==> src/rtl/nibble_serial_adder_pkg.sv <==
// Shared types and constants for the nibble-serial adder and its nibble slice.
// The state encoding and index-width helper are used by the top-level sequencer.
package nibble_serial_adder_pkg;

    typedef enum logic [1:0] {
        StIdle = 2'd0,
        StRun  = 2'd1,
        StDone = 2'd2
    } state_e;

    localparam int unsigned NIB_W = 4;

    // Bits needed to count nib values; never less than one.
    function automatic int unsigned idx_width(input int unsigned nib);
        int unsigned w;
        w = 1;
        while ((32'd1 << w) < nib) begin
            w = w + 1;
        end
        return w;
    endfunction

endpackage

==> src/rtl/cla_adder_4.sv <==
// Four-bit carry-lookahead adder slice: all internal carries come from
// generate/propagate terms rather than a ripple chain.
module cla_adder_4 (
    input  logic [3:0] A,
    input  logic [3:0] B,
    input  logic       Cin,
    output logic [3:0] S,
    output logic       Cout
);

    logic [3:0] g;
    logic [3:0] p;
    logic [4:0] c;

    always_comb begin
        g = A & B;
        p = A ^ B;

        c[0] = Cin;
        c[1] = g[0] | (p[0] & Cin);
        c[2] = g[1] | (p[1] & g[0]) | (p[1] & p[0] & Cin);
        c[3] = g[2] | (p[2] & g[1]) | (p[2] & p[1] & g[0])
             | (p[2] & p[1] & p[0] & Cin);
        c[4] = g[3] | (p[3] & g[2]) | (p[3] & p[2] & g[1])
             | (p[3] & p[2] & p[1] & g[0]) | (p[3] & p[2] & p[1] & p[0] & Cin);

        S    = p ^ c[3:0];
        Cout = c[4];
    end

endmodule

==> src/rtl/nibble_serial_adder.sv <==
// WIDTH-bit adder that feeds one 4-bit CLA slice a nibble per clock, LSB first,
// carrying between nibbles in a register. Start/busy/done handshake.
module nibble_serial_adder
    import nibble_serial_adder_pkg::*;
#(
    parameter int unsigned WIDTH = 16
) (
    input  logic             clk,
    input  logic             rst_n,
    input  logic             start,
    input  logic [WIDTH-1:0] a,
    input  logic [WIDTH-1:0] b,
    input  logic             cin,
    output logic             busy,
    output logic             done,
    output logic [WIDTH-1:0] sum,
    output logic             cout,
    output logic             overflow
);

    localparam int unsigned NIB   = WIDTH / NIB_W;
    localparam int unsigned IDX_W = idx_width(NIB);
    localparam logic [IDX_W-1:0] LAST_IDX = IDX_W'(NIB - 1);

    if (((WIDTH % NIB_W) != 0) || (WIDTH < NIB_W)) begin : g_bad_width
        $error("nibble_serial_adder: WIDTH must be a multiple of 4 and >= 4");
    end

    state_e           state_q, state_d;
    logic [WIDTH-1:0] a_sh_q, a_sh_d;
    logic [WIDTH-1:0] b_sh_q, b_sh_d;
    logic [WIDTH-1:0] sum_q, sum_d;
    logic [IDX_W-1:0] idx_q, idx_d;
    logic             carry_q, carry_d;
    logic             a_msb_q, a_msb_d;
    logic             b_msb_q, b_msb_d;
    logic             cout_q, cout_d;
    logic             ovf_q, ovf_d;
    logic             busy_q, busy_d;
    logic             done_q, done_d;

    logic [NIB_W-1:0] nib_s;
    logic             nib_cout;
    logic             last_nib;

    cla_adder_4 u_nib (
        .A    (a_sh_q[NIB_W-1:0]),
        .B    (b_sh_q[NIB_W-1:0]),
        .Cin  (carry_q),
        .S    (nib_s),
        .Cout (nib_cout)
    );

    assign last_nib = (idx_q == LAST_IDX);

    always_comb begin
        state_d = state_q;
        a_sh_d  = a_sh_q;
        b_sh_d  = b_sh_q;
        sum_d   = sum_q;
        idx_d   = idx_q;
        carry_d = carry_q;
        a_msb_d = a_msb_q;
        b_msb_d = b_msb_q;
        cout_d  = cout_q;
        ovf_d   = ovf_q;

        unique case (state_q)
            StIdle, StDone: begin
                if (start) begin
                    state_d = StRun;
                    a_sh_d  = a;
                    b_sh_d  = b;
                    carry_d = cin;
                    idx_d   = '0;
                    a_msb_d = a[WIDTH-1];
                    b_msb_d = b[WIDTH-1];
                end else begin
                    state_d = StIdle;
                end
            end
            StRun: begin
                a_sh_d  = a_sh_q >> NIB_W;
                b_sh_d  = b_sh_q >> NIB_W;
                // New nibble enters at the top; after NIB steps the LSB nibble sits at bit 0.
                sum_d   = WIDTH'({nib_s, sum_q} >> NIB_W);
                carry_d = nib_cout;
                idx_d   = idx_q + IDX_W'(1);
                if (last_nib) begin
                    state_d = StDone;
                    cout_d  = nib_cout;
                    ovf_d   = (a_msb_q == b_msb_q) && (nib_s[NIB_W-1] != a_msb_q);
                end
            end
            default: state_d = StIdle;
        endcase

        busy_d = (state_d == StRun);
        done_d = (state_q == StRun) && last_nib;
    end

    always_ff @(posedge clk) begin
        if (!rst_n) begin
            state_q <= StIdle;
            a_sh_q  <= '0;
            b_sh_q  <= '0;
            sum_q   <= '0;
            idx_q   <= '0;
            carry_q <= 1'b0;
            a_msb_q <= 1'b0;
            b_msb_q <= 1'b0;
            cout_q  <= 1'b0;
            ovf_q   <= 1'b0;
            busy_q  <= 1'b0;
            done_q  <= 1'b0;
        end else begin
            state_q <= state_d;
            a_sh_q  <= a_sh_d;
            b_sh_q  <= b_sh_d;
            sum_q   <= sum_d;
            idx_q   <= idx_d;
            carry_q <= carry_d;
            a_msb_q <= a_msb_d;
            b_msb_q <= b_msb_d;
            cout_q  <= cout_d;
            ovf_q   <= ovf_d;
            busy_q  <= busy_d;
            done_q  <= done_d;
        end
    end

    assign busy     = busy_q;
    assign done     = done_q;
    assign sum      = sum_q;
    assign cout     = cout_q;
    assign overflow = ovf_q;

endmodule

==> config.mk <==
export PLATFORM = sky130hd
export DESIGN_NAME = nibble_serial_adder
export DESIGN_NICKNAME = d
export VERILOG_FILES = /design/src/rtl/nibble_serial_adder_pkg.sv /design/src/rtl/cla_adder_4.sv /design/src/rtl/nibble_serial_adder.sv
export SDC_FILE = /design/constraint.sdc
export NUM_CORES = 1
export LEC_CHECK = 0
export ABC_AREA = 1
export CAP_MARGIN = 20
export CORE_MARGIN = 2
export CORE_UTILIZATION = 49
export DETAILED_ROUTE_END_ITERATION = 16
export GPL_TIMING_DRIVEN = 0
export PLACE_DENSITY = 0.84
export SYNTH_ARGS = -nofsm -noshare
export SYNTH_HDL_FRONTEND = slang
export SYNTH_SLANG_ARGS = --single-unit
==> constraint.sdc <==
create_clock -name clk -period 1.8 [get_ports clk]
set_input_delay 0.36 -clock clk [delete_from_list [all_inputs] [get_ports clk]]
set_output_delay 0.36 -clock clk [all_outputs]
set_load 0.02 [all_outputs]
==> impl_metrics.py <==
metrics = {
    "setup_path": {
        "worst_setup_path_end_kind": "primary output",
        "crit_slowest_cell": "clkdlybuf4s50_1",
        "cp_num_buf_inv": 1,
        "arrival_ns": 1.33,
        "critPathKind": "reg2out",
        "path_delay_family": "buffers and inverters",
        "critPathMaxFanout": 3,
        "worstPathRequired_ns": 1.44,
        "cp_cell_sequence": "clkdlybuf4s50_1",
        "start_kind": "flop",
        "critPathMaxStageDelay_ns": 0.64,
    },
    "logic_synthesis": {
        "synth_top_cells_by_area": "dfxtp_1, nor2_1, o221ai_1, nor3_1, nand2_1",
        "syn_inst": 290,
        "ys_types": 28,
        "async_reset_ff_share_pct": 0,
        "yosysWarnings": 0,
        "synth_top_area_share_pct": 48.6,
        "synth_edf_count": 0,
        "syn_area_per_cell_um2": 8.37,
        "synth-seq-cells": 59,
        "synth_flop_cell": "dfxtp_1",
        "yosysTopAreaCell": "dfxtp_1",
        "syn-cell-area_um2": 2430,
        "yosysSeqAreaShare_pct": 48.6,
        "synth_nets": 332,
    },
    "floorplanning": {
        "io_pins": 56,
        "core_um2": 4750,
        "start_util_pct": 51.1,
        "rows": 25,
        "die_h_um": 74.4,
        "die-area_um2": 5540,
        "die_width_um": 74.4,
    },
    "grt": {
        "grt_pass1_vias": 2179,
        "met2_usage_pct": 39.6,
        "grt_use_total_pct": 24.8,
        "grt_max_degree": 11,
        "grt_util_met3_pct": 6.91,
        "grt-ovfl-total": 0,
        "use_met1_pct": 32.2,
        "grt_pass1_wl_um": 10200,
        "antenna_found_initial": 0,
        "grt-busiest-layer": "met2",
    },
    "outcome": {
        "status": "complete, no violations",
    },
    "timing": {
        "slew_viol_final": 0,
        "hold_violations": 0,
        "skew_ns": 0.00432,
        "tightest_slew_ns": 0.422,
        "fin_setup_tns_ns": 0,
        "max_slew_margin_pct": 71.9,
        "rsz0062_at_grt": "no",
        "clock.fmax_mhz": 590,
        "min_period_over_period_pct": 94.1,
        "min_period_ns": 1.69,
        "setup_viol": 0,
    },
    "routing": {
        "drt_wl_total_um": 6370,
        "ant_nets": 0,
        "first_iter_violations": 225,
        "drcViolationCount": 0,
        "wl_per_cell_um": 14.9,
        "first_pass_iters": 5,
        "via_per_inst": 5.29,
        "vias": 2257,
    },
    "pwr": {
        "p_leak_uw": 0.00134,
        "cellPowerDensity_nw_per_um2": 1090,
        "peakVddDrop_mv": 0.563,
    },
    "cells_and_area": {
        "n_antenna_cell": 0,
        "fin_nets": 397,
        "final_cells": 427,
        "synthToLayoutAreaGrowth_pct": 35.7,
        "drive_gt1_share_pct": 11.1,
    },
    "placed_design": {
        "portBuffers": 54,
        "dp_cells": 411,
        "finalWeightedCongestion": 0.859,
        "place_hpwl_um": 4460,
    },
    "cts": {
        "clock_path_buffers": 2,
        "h-tree-depth": 3,
        "cts_setup_buffers": 0,
        "ctsResizeCount": 0,
        "postCtsHoldBufs": 0,
        "clk_transition_reported_paths_ns": 0.06,
        "clkSinkCount": 59,
        "tritoncts": "built",
        "clock_latency_ns": 0.34,
        "cts_buffers": 9,
        "cts_root_buf": "clkbuf_8",
    },
    "job": {
        "drv_cap": 0,
    },
    "min_path": {
        "hold_path_class": "in2reg",
    },
}
-- cells in the mapped netlist, types with 4 or more instances --
cell type,count
o221ai_1,22
nand2_1,30
inv_2,4
buf_6,6
buf_4,4
inv_1,13
nand3_1,7
nor2_1,54
ha_1,5
buf_2,8
a211oi_1,4
nor3_1,24
dfxtp_1,59
a21oi_1,15
o21ai_0,19
-- worst paths after layout --
check	start	end	slack (ns)	depth (start not counted)
setup reg to reg	a_sh_q[2]	carry_q	0.28	8
hold reg to reg	a_sh_q[14]	a_sh_q[14]	0.47	2
setup / recovery	sum[9]	sum[9]	0.11	1
hold / removal	rst_n	b_sh_q[0]	0.34	3
-- power breakdown --
group	switching [uW]	total [uW]	internal [uW]
clock	517	1470	953
sequential	76.3	1500	1420
combinational	333	619	287
total	925	3590	2660
-- cell type report --
| type | count | area (um2) |
|---|---|---|
| Fill cell | 369 | 1460 |
| Sequential cell | 59 | 1180 |
| Multi-Input combinational cell | 193 | 1030 |
| Timing Repair Buffer | 54 | 541 |
| Buffer | 20 | 145 |
| Clock buffer | 11 | 141 |
| Clock inverter | 5 | 100 |
| Tap cell | 67 | 83.8 |
| Inverter | 18 | 67.6 |
-- stage by stage --
| step | hold slack (ns) | area, um2 | power (uW) | util, % | setup slack [ns] |
|---|---|---|---|---|---|
| finish | 0.337 | 3290 | 3590 | 69.3 | 0.106 |
| global route | 0.361 | 3290 | 3710 | 69.3 | 0.0727 |
| CTS | 0.333 | 3290 | 3580 | 69.3 | 0.108 |
| detailed placement | 0.455 | 3050 | 2130 | 64.2 | 0.133 |
| global placement | 0.447 | 3050 | 2120 | 64.2 | 0.145 |
| floorplan | 0.428 | 2430 | 1880 | - | 0.451 |
-- logic make-up after synthesis --
kind of cell               after synthesis  share of synthesized area, %
buffers and inverters                   38                          8.76
xor gates and xnor gates                 2                         0.721
adders and majority gates                6                          3.40
and+or+nand+nor                        121                          21.2
AOI/OAI and AO/OA                       64                          17.3
DFF                                     59                          48.6
-- cell usage in the layout (no fill, tap or decap), types with 2 or more instances in the layout --
cell	count
o21ai_0	19
inv_1	13
o221ai_1	22
clkbuf_1	3
nand2_1	30
nand2_2	2
ha_1	5
dfxtp_1	59
a21oi_1	15
nor3_1	24
clkdlybuf4s50_1	54
nor2_1	54
nand3_1	7
a211oi_1	4
bufinv_16	3
xor2_1	2
inv_2	4
clkinv_2	2
buf_6	6
buf_2	8
clkbuf_8	10
buf_4	4
-- registers in the layout, indices dropped and copies added, names as in the netlist --
name	count
sum	16
state_q	2
b_sh_q	16
b_msb_q	1
overflow	1
done	1
a_msb_q	1
idx_q	2
busy	1
cout	1
a_sh_q	16
carry_q	1
-- routing by layer --
| metal | vias up | share of wire [%] |
|---|---|---|
| met5 | - | 0 |
| met4 | 0 | 2.1 |
| met3 | 15 | 5.2 |
| met2 | 76 | 49 |
| met1 | 1038 | 44 |
| li1 | 1128 | - |
(Power assumes the default switching activity.)
